===== src/rtl/snake_input_ctrl_pkg.sv =====
// Shared definitions for the Snake input controller: heading codes, button
// indices and the turn-legality helper used by the pending-turn logic.
package snake_input_ctrl_pkg;

  typedef enum logic [1:0] {
    DIR_RIGHT = 2'b00,
    DIR_UP    = 2'b01,
    DIR_LEFT  = 2'b10,
    DIR_DOWN  = 2'b11
  } dir_e;

  localparam int BTN_R = 0;
  localparam int BTN_U = 1;
  localparam int BTN_L = 2;
  localparam int BTN_D = 3;

  function automatic logic [1:0] opposite(input logic [1:0] d);
    return d ^ 2'b10;
  endfunction

  // A turn is only meaningful if it neither repeats nor reverses the reference heading.
  function automatic logic turnLegal(input logic [1:0] refDir, input logic [1:0] cand);
    return (cand != refDir) && (cand != opposite(refDir));
  endfunction

endpackage


===== src/rtl/snake_input_ctrl_btn_debounce.sv =====
// One button channel: 2-FF synchronizer, stable-level debouncer and a
// registered rising-edge one-shot.
module snake_btn_debounce
  import snake_input_ctrl_pkg::*;
#(
  parameter int DEBOUNCE_CYCLES = 1_000_000
) (
  input  logic Clk,
  input  logic Reset,
  input  logic btn_i,
  output logic pulse_o
);

  localparam int CW = $clog2(DEBOUNCE_CYCLES + 1);

  logic          sync1_q, sync2_q;
  logic          stable_q, stable_d;
  logic          stableDly_q;
  logic          pulse_q;
  logic [CW-1:0] cnt_q, cnt_d;

  // Any cycle that agrees with the stable level restarts the count.
  always_comb begin
    stable_d = stable_q;
    cnt_d    = '0;
    if (sync2_q != stable_q) begin
      if (cnt_q == CW'(DEBOUNCE_CYCLES - 1)) begin
        stable_d = ~stable_q;
      end else begin
        cnt_d = cnt_q + CW'(1);
      end
    end
  end

  always_ff @(posedge Clk or posedge Reset) begin
    if (Reset) begin
      sync1_q     <= 1'b0;
      sync2_q     <= 1'b0;
      stable_q    <= 1'b0;
      stableDly_q <= 1'b0;
      pulse_q     <= 1'b0;
      cnt_q       <= '0;
    end else begin
      sync1_q     <= btn_i;
      sync2_q     <= sync1_q;
      stable_q    <= stable_d;
      stableDly_q <= stable_q;
      pulse_q     <= stable_q & ~stableDly_q;
      cnt_q       <= cnt_d;
    end
  end

  assign pulse_o = pulse_q;

endmodule


===== src/rtl/snake_input_ctrl.sv =====
// Snake input side: four conditioned buttons, move-tick generator and committed heading.
// Define DIR_QUEUE_EN for a 2-entry turn FIFO instead of the single overwrite slot.
module snake_input_ctrl
  import snake_input_ctrl_pkg::*;
#(
  parameter int DEBOUNCE_CYCLES = 1_000_000,
  parameter int MOVE_PERIOD     = 10_000_000
) (
  input  logic       Clk,
  input  logic       Reset,
  input  logic       run,
  input  logic       BtnU,
  input  logic       BtnD,
  input  logic       BtnL,
  input  logic       BtnR,
  output logic [3:0] btn_pulse,
  output logic [1:0] dir,
  output logic       move_tick,
  output logic       turn_accepted
);

  localparam int TW = (MOVE_PERIOD > 2) ? $clog2(MOVE_PERIOD) : 1;

  logic [3:0]    btnRaw;
  logic [3:0]    btnPulse;
  logic          candValid;
  logic [1:0]    candDir;
  logic          terminal;
  logic [TW-1:0] tickCnt_q, tickCnt_d;
  logic [1:0]    dir_q, dir_d;
  logic          moveTick_q;
  logic          turnAcc_q;
  logic          commitValid;
  logic [1:0]    commitDir;

  assign btnRaw[BTN_R] = BtnR;
  assign btnRaw[BTN_U] = BtnU;
  assign btnRaw[BTN_L] = BtnL;
  assign btnRaw[BTN_D] = BtnD;

  for (genvar i = 0; i < 4; i++) begin : gBtn
    snake_btn_debounce #(.DEBOUNCE_CYCLES(DEBOUNCE_CYCLES)) uDeb (
      .Clk     (Clk),
      .Reset   (Reset),
      .btn_i   (btnRaw[i]),
      .pulse_o (btnPulse[i])
    );
  end

  always_comb begin
    candValid = |btnPulse;
    candDir   = DIR_RIGHT;
    if (btnPulse[BTN_U])      candDir = DIR_UP;
    else if (btnPulse[BTN_D]) candDir = DIR_DOWN;
    else if (btnPulse[BTN_L]) candDir = DIR_LEFT;
  end

  // Dropping run discards the partial period so the next tick is a full period away.
  always_comb begin
    terminal  = run && (tickCnt_q == TW'(MOVE_PERIOD - 1));
    tickCnt_d = '0;
    if (run && !terminal) tickCnt_d = tickCnt_q + TW'(1);
  end

`ifdef DIR_QUEUE_EN
  logic [1:0] fifoDir_q [2];
  logic [1:0] fifoDir0_d, fifoDir1_d;
  logic [1:0] fifoCnt_q, fifoCnt_d;
  logic [1:0] refDir;
  logic       push, pop;

  always_comb begin
    pop        = terminal && (fifoCnt_q != 2'd0);
    refDir     = (fifoCnt_q == 2'd0) ? dir_q :
                 (fifoCnt_q == 2'd2) ? fifoDir_q[1] : fifoDir_q[0];
    push       = candValid && (fifoCnt_q != 2'd2) && turnLegal(refDir, candDir);
    fifoDir0_d = fifoDir_q[0];
    fifoDir1_d = fifoDir_q[1];
    fifoCnt_d  = fifoCnt_q;
    if (pop) begin
      fifoDir0_d = fifoDir_q[1];
      fifoCnt_d  = fifoCnt_d - 2'd1;
    end
    if (push) begin
      if (fifoCnt_d == 2'd0) fifoDir0_d = candDir;
      else                   fifoDir1_d = candDir;
      fifoCnt_d = fifoCnt_d + 2'd1;
    end
    commitValid = pop;
    commitDir   = fifoDir_q[0];
  end

  always_ff @(posedge Clk or posedge Reset) begin
    if (Reset) begin
      fifoDir_q[0] <= DIR_RIGHT;
      fifoDir_q[1] <= DIR_RIGHT;
      fifoCnt_q    <= 2'd0;
    end else begin
      fifoDir_q[0] <= fifoDir0_d;
      fifoDir_q[1] <= fifoDir1_d;
      fifoCnt_q    <= fifoCnt_d;
    end
  end
`else
  logic       pendValid_q, pendValid_d;
  logic [1:0] pendDir_q, pendDir_d;

  // A pulse arriving on the commit edge survives into the slot for the next tick.
  always_comb begin
    commitValid = terminal && pendValid_q && turnLegal(dir_q, pendDir_q);
    commitDir   = pendDir_q;
    pendValid_d = terminal ? 1'b0 : pendValid_q;
    pendDir_d   = pendDir_q;
    if (candValid) begin
      pendValid_d = 1'b1;
      pendDir_d   = candDir;
    end
  end

  always_ff @(posedge Clk or posedge Reset) begin
    if (Reset) begin
      pendValid_q <= 1'b0;
      pendDir_q   <= DIR_RIGHT;
    end else begin
      pendValid_q <= pendValid_d;
      pendDir_q   <= pendDir_d;
    end
  end
`endif

  assign dir_d = commitValid ? commitDir : dir_q;

  always_ff @(posedge Clk or posedge Reset) begin
    if (Reset) begin
      tickCnt_q  <= '0;
      dir_q      <= DIR_RIGHT;
      moveTick_q <= 1'b0;
      turnAcc_q  <= 1'b0;
    end else begin
      tickCnt_q  <= tickCnt_d;
      dir_q      <= dir_d;
      moveTick_q <= terminal;
      turnAcc_q  <= commitValid;
    end
  end

  assign btn_pulse     = btnPulse;
  assign dir           = dir_q;
  assign move_tick     = moveTick_q;
  assign turn_accepted = turnAcc_q;

endmodule


===== config.mk =====
export PLATFORM = sky130hd
export DESIGN_NAME = snake_input_ctrl
export DESIGN_NICKNAME = d
export VERILOG_FILES = /design/src/rtl/snake_input_ctrl_pkg.sv /design/src/rtl/snake_input_ctrl_btn_debounce.sv /design/src/rtl/snake_input_ctrl.sv
export SDC_FILE = /design/constraint.sdc
export NUM_CORES = 1
export LEC_CHECK = 0
export CORE_MARGIN = 2
export CORE_UTILIZATION = 60
export CTS_CLUSTER_SIZE = 20
export DETAILED_ROUTE_END_ITERATION = 10
export DONT_BUFFER_PORTS = 1
export GPL_TIMING_DRIVEN = 1
export PLACE_DENSITY = 0.76
export SLEW_MARGIN = 0
export SYNTH_ARGS = -nofsm -noshare
export SYNTH_HDL_FRONTEND = slang
export SYNTH_SLANG_ARGS = --single-unit

===== constraint.sdc =====
create_clock -name Clk -period 4.8 [get_ports Clk]
set_input_delay 0.48 -clock Clk [delete_from_list [all_inputs] [get_ports Clk]]
set_output_delay 0.48 -clock Clk [all_outputs]
set_load 0.01 [all_outputs]

### Word level (Yosys, flattened, before mapping)

Index checks and enable logic that the tools add are counted.

* ROM bits: 0
* output and inout bits: 8
* memories: 0
* latch bits: 0
* bits of input ports: 7
* RAM bits: 0
* flip-flop bits (word level): 131

* reduce and logical (&&, ||, !) cells: 12
* order comparisons: 0
* multiply operators: 0
* multiplexer cells: 14
* shift-type cells: 0
* equality and inequality tests: 11
* add/sub/neg operators: 5
* bitwise gates (word level): 13
* div/mod/pow operators: 0

Operators by type and width (count)
* $mux 20: 8
* $add 20x1->20 const B: 4
* $eq 20x20->1 const B: 4
* $add 24x1->24 const B: 1
* $eq 24x24->1 const B: 1
* $mux 24: 1
* $not 1->1: 9
* $reduce_and 2->1: 4
* $mux 2: 3
* $logic_and 1x1->1: 5
* $and 1x1->1: 4
* $ne 1x1->1: 4
* $ne 2x2->1: 2
* $reduce_or 4->1: 1
* $mux 1: 2
* $reduce_bool 2->1: 1
* $logic_not 1->1: 1

### Logic depth before layout (Yosys ltp)

* word-level depth: 5
* mapped depth: 7
* depth with buffers taken out: 5

### Cells and area by module

A second synthesis with hierarchy kept.

* cell total of the unflattened synthesis: 609
* area total of the unflattened synthesis: 6197.2 sq um

Modules (own cells, without submodules)
* snake_btn_debounce: area each 1168.6 sq um, instances 4, cells an instance 114
* snake_input_ctrl: area each 1522.7 sq um, instances 1, cells an instance 153

### Worst setup path after synthesis

OpenSTA, ideal clock, no wires.

* path type: flip-flop to flip-flop
* start: reg tickCnt_q[0]
* end: reg tickCnt_q[20]
* path slack: 2788 ps
* data arrival time: 1939 ps
* stages on the path, launching flop included: 7
* path buffers: 1
* period minus slack after synthesis: 2012 ps
* cell sequence: dfrtp_1 -> ha_1 -> nand3_1 -> or4_4 -> buf_6 -> or4_4 -> a21oi_2

* word-level cells in the longest chain between the ends: 5
* elaborated cells on any way between the ends: 6
* classes of those cells: add/sub (1); eq/ne (1); mux (1); reduce/logical (3)

Ends and longest elaborated chain
* from (decl): line snake_input_ctrl.sv:29 `logic [TW-1:0] tickCnt_q, tickCnt_d;`
* from (signal assigned): line snake_input_ctrl.sv:140 `tickCnt_q <= tickCnt_d;`
* branches (longest 4 deep; another with $add 24x1->24)
* $mux 24 *: line snake_input_ctrl.sv:62 `if (run && !terminal) tickCnt_d = tickCnt_q + TW'(1);`
* via tickCnt_d[20]: line snake_input_ctrl.sv:29

Mark *: on every way through the listed nets, which the timed path passes.
A chain may end at the register's enable or synchronous reset.

### Worst setup path after layout

* start: reg tickCnt_q[0]
* end: reg tickCnt_q[21]

Same word-level chain as after synthesis.

==> flow_summary.json <==
{
  "cts_resized": 0,
  "rows": 37,
  "power_uw": 2424,
  "clk_pin_slew_ns": 0.06,
  "ir_drop_uv": 393.9,
  "routed_wl_um": 11740,
  "clock_skew_ns": 0.005728,
  "fin_crit_ns": 2.691,
  "crit_required_ns": 5.19,
  "core_area_mm2": 0.01018,
  "cp_max_fo": 12,
  "maxSlewHeadroom_pct": 31.53,
  "dp_hpwl_um": 7457,
  "clkSinkCount": 131,
  "power.leakage_uw": 0.002809,
  "floorplan.die_area_mm2": 0.01115,
  "postLayoutCellArea_mm2": 0.006919,
  "powerDensity_mw_per_mm2": 350.4,
  "cts_root_buf": "clkbuf_8",
  "period_share_pct": 56.06,
  "yosys-top-cells-area": "dfrtp_1, xnor2_1, nor2_1",
  "track_usage_pct": 23.16,
  "synth_cell_types": 43,
  "die_h_um": 105.6,
  "whs_ns": 0.1155,
  "yosys.area.top_type": "dfrtp_1",
  "syn_area_per_cell_um2": 10.00,
  "finalNetCount": 638,
  "cts_setup_buffers": 0,
  "synthDominantCellAreaShare_pct": 52.94,
  "ys_warn_count": 0,
  "gp_congestion": 0.8550,
  "num_vias": 4617,
  "cts_tree": "done",
  "drcViolationCount": 0,
  "grt_pass1_vias": 4418,
  "cts_made_buffers": 17,
  "setup_viol": 0,
  "critical_path_buf_inv_count": 1,
  "antenna_found_initial": 0,
  "postSynthCellCount": 619,
  "ys_seq_elements": 131,
  "syn2layout_area_growth_pct": 11.74,
  "initial_core_util_pct": 60.80,
  "async_reset_ff_share_pct": 100.0,
  "finalMaxSlewViolations": 0,
  "finalHoldViolCount": 0,
  "path_cells": "ha_1 -> nand3_1 -> or4_1 -> o31ai_2 -> buf_4 -> a21oi_1",
  "fin_tns_setup_ns": 0,
  "outcome": "complete, no violations",
  "die_x_um": 105.6,
  "grt_max_degree": 55,
  "pre_cts_slack_ns": 2.172,
  "routedWlPerCell_um": 15.14,
  "hold_path.class": "input port to flop",
  "nFillCells": 758,
  "grt_pass1_wl_um": 20550,
  "synth_fp_nets": 631,
  "crit_path_end_kind": "flop",
  "slowest_delay_ns": 0.79,
  "synth_sequential_area_ratio_pct": 52.94,
  "vias_per_cell": 5.957,
  "synth_edf_count": 0,
  "insertion_delay_ns": 0.52,
  "grt_overflow_total": 0,
  "io_buffers": 0,
  "crit_arrival_ns": 3.09,
  "rsz0062_at_grt": "false",
  "synth_top_flop_cell": "dfrtp_1",
  "antenna_cells": 0,
  "drtAntennaViolNets": 0,
  "worst_setup_path_start_kind": "flop",
  "fin_ws_ns": 2.109,
  "cap_violations": 0,
  "dr.first_iter.drc_count": 382,
  "critPathSlowestCell": "o31ai_2",
  "first_pass_iters": 5,
  "worstSetupPathType": "flop to flop",
  "cpLargestDelayFamily": "compound AO/OA/AOI/OAI gates",
  "syn_area_mm2": 0.006192,
  "post_dp_cell_area_mm2": 0.006292,
  "clock.fmax_mhz": 371.6,
  "cts_htree_levels": 4,
  "io_pins": 15,
  "drive_gt1_share_pct": 9.546,
  "worst_pin_slew_ns": 1.024,
  "clockBufferDepth": 2
}
Yosys cell counts, types with 2 or more instances:
library cell    n
and4_1          5
nor3_1         16
ha_1            5
o21ai_1         2
dfrtp_1       131
a21oi_1        37
clkbuf_1        9
xor2_1         24
nor4b_1         4
nor4_1         15
nor2_1         77
or2_2           3
buf_2           8
or4_4           2
mux2_2          6
nand4_1        20
o31ai_1        14
or3_1          22
nor2b_1         4
nand3_1        34
nand4b_1        2
buf_4           5
or3_2           3
or4_1          23
and3_1         10
xnor2_1        38
o21ai_0        25
inv_1          23
nand2_1        38
what timing repair did:
item                                    4_1_cts  5_1_grt
hold buffers                                  5        0
endpoints found under the hold margin        56        0
endpoints found under the setup margin        0        0
kinds of logic (layout without fill, tap and decap cells):
logic type | count (synthesis) | after routing | share of synthesized area, %
mux | 6 | 6 | 1.091
compound gates | 82 | 82 | 7.800
buf+inv | 46 | 66 | 3.374
xor+xnor | 62 | 62 | 8.769
simple gates | 287 | 287 | 25.02
flops | 131 | 131 | 52.94
fa+ha+maj | 5 | 5 | 1.010
area by class of cell:
cell class	count	area (um2)	share of cell area (%)
clock inverters	13	135.1	1.953
multi-input cells	442	2710	39.17
well taps	136	170.2	2.459
clock buffers	19	441.7	6.383
inverters	23	88.84	1.284
repair buffers	11	95.09	1.374
flip-flops and latches	131	3278	47.38
sequential cells by signal, summed over array words and instances (netlist names):
register / flops
gBtn.uDeb.cnt_q: 80
tickCnt_q: 24
gBtn.uDeb.pulse_o: 4
gBtn.uDeb.stableDly_q: 4
gBtn.uDeb.stable_q: 4
gBtn.uDeb.sync1_q: 4
gBtn.uDeb.sync2_q: 4
commitDir: 2
dir: 2
move_tick: 1
pendValid_q: 1
turn_accepted: 1
worst paths after layout:
check | endpoint | slack (ns) | depth (start not counted) | from
min in group asynchronous | gBtn[1].uDeb.cnt_q[1] | 0.55 | 2 | Reset
worst max register to register | tickCnt_q[21] | 2.11 | 6 | tickCnt_q[0]
worst min register to register | gBtn[0].uDeb.sync2_q | 0.35 | 0 | gBtn[0].uDeb.sync1_q
worst min-delay path | tickCnt_q[18] | 0.12 | 2 | run
max in group asynchronous | gBtn[2].uDeb.cnt_q[11] | 3.30 | 3 | Reset
worst max-delay path | tickCnt_q[21] | 2.11 | 6 | tickCnt_q[0]
worst reg2reg max path, cell delays in order (launching register included):
cell and delay [ns]:
dfrtp_1 0.39, ha_1 0.22, nand3_1 0.15, or4_1 0.63
o31ai_2 0.79, buf_4 0.32, a21oi_1 0.07
report_power, final:
group / leakage [uW] / internal [uW] / switching, uW
combinational: 0.000743 / 18.4 / 45.8
clock: 0.000272 / 762 / 466
sequential: 0.00179 / 1120 / 13.6
total: 0.00281 / 1900 / 525
per-stage QoR:
step	std cells	utilization (%)
floorplan	619	-
global placement	738	61.78
detailed placement	738	61.78
CTS	775	67.94
global route	775	67.94
finish	775	67.94
layer usage:
layer	wire [um]	vias up	GRT usage [%]
li1	-	2219	-
met1	5439	2296	30.95
met2	5749	89	36.08
met3	412	13	7.545
met4	132	0	7.519
met5	0	-	0
cell usage in the layout (no fill, tap or decap), drive strengths merged, types with 16 or more instances in the layout:
cell,n
dfrtp,131
a21oi,38
nor3,16
nor2,77
nand4,21
xor2,24
inv,23
xnor2,38
or4,26
nand3,36
o21ai,27
or3,25
nand2,38
clkbuf,19
Note: power is estimated with default switching activity, not from simulation.
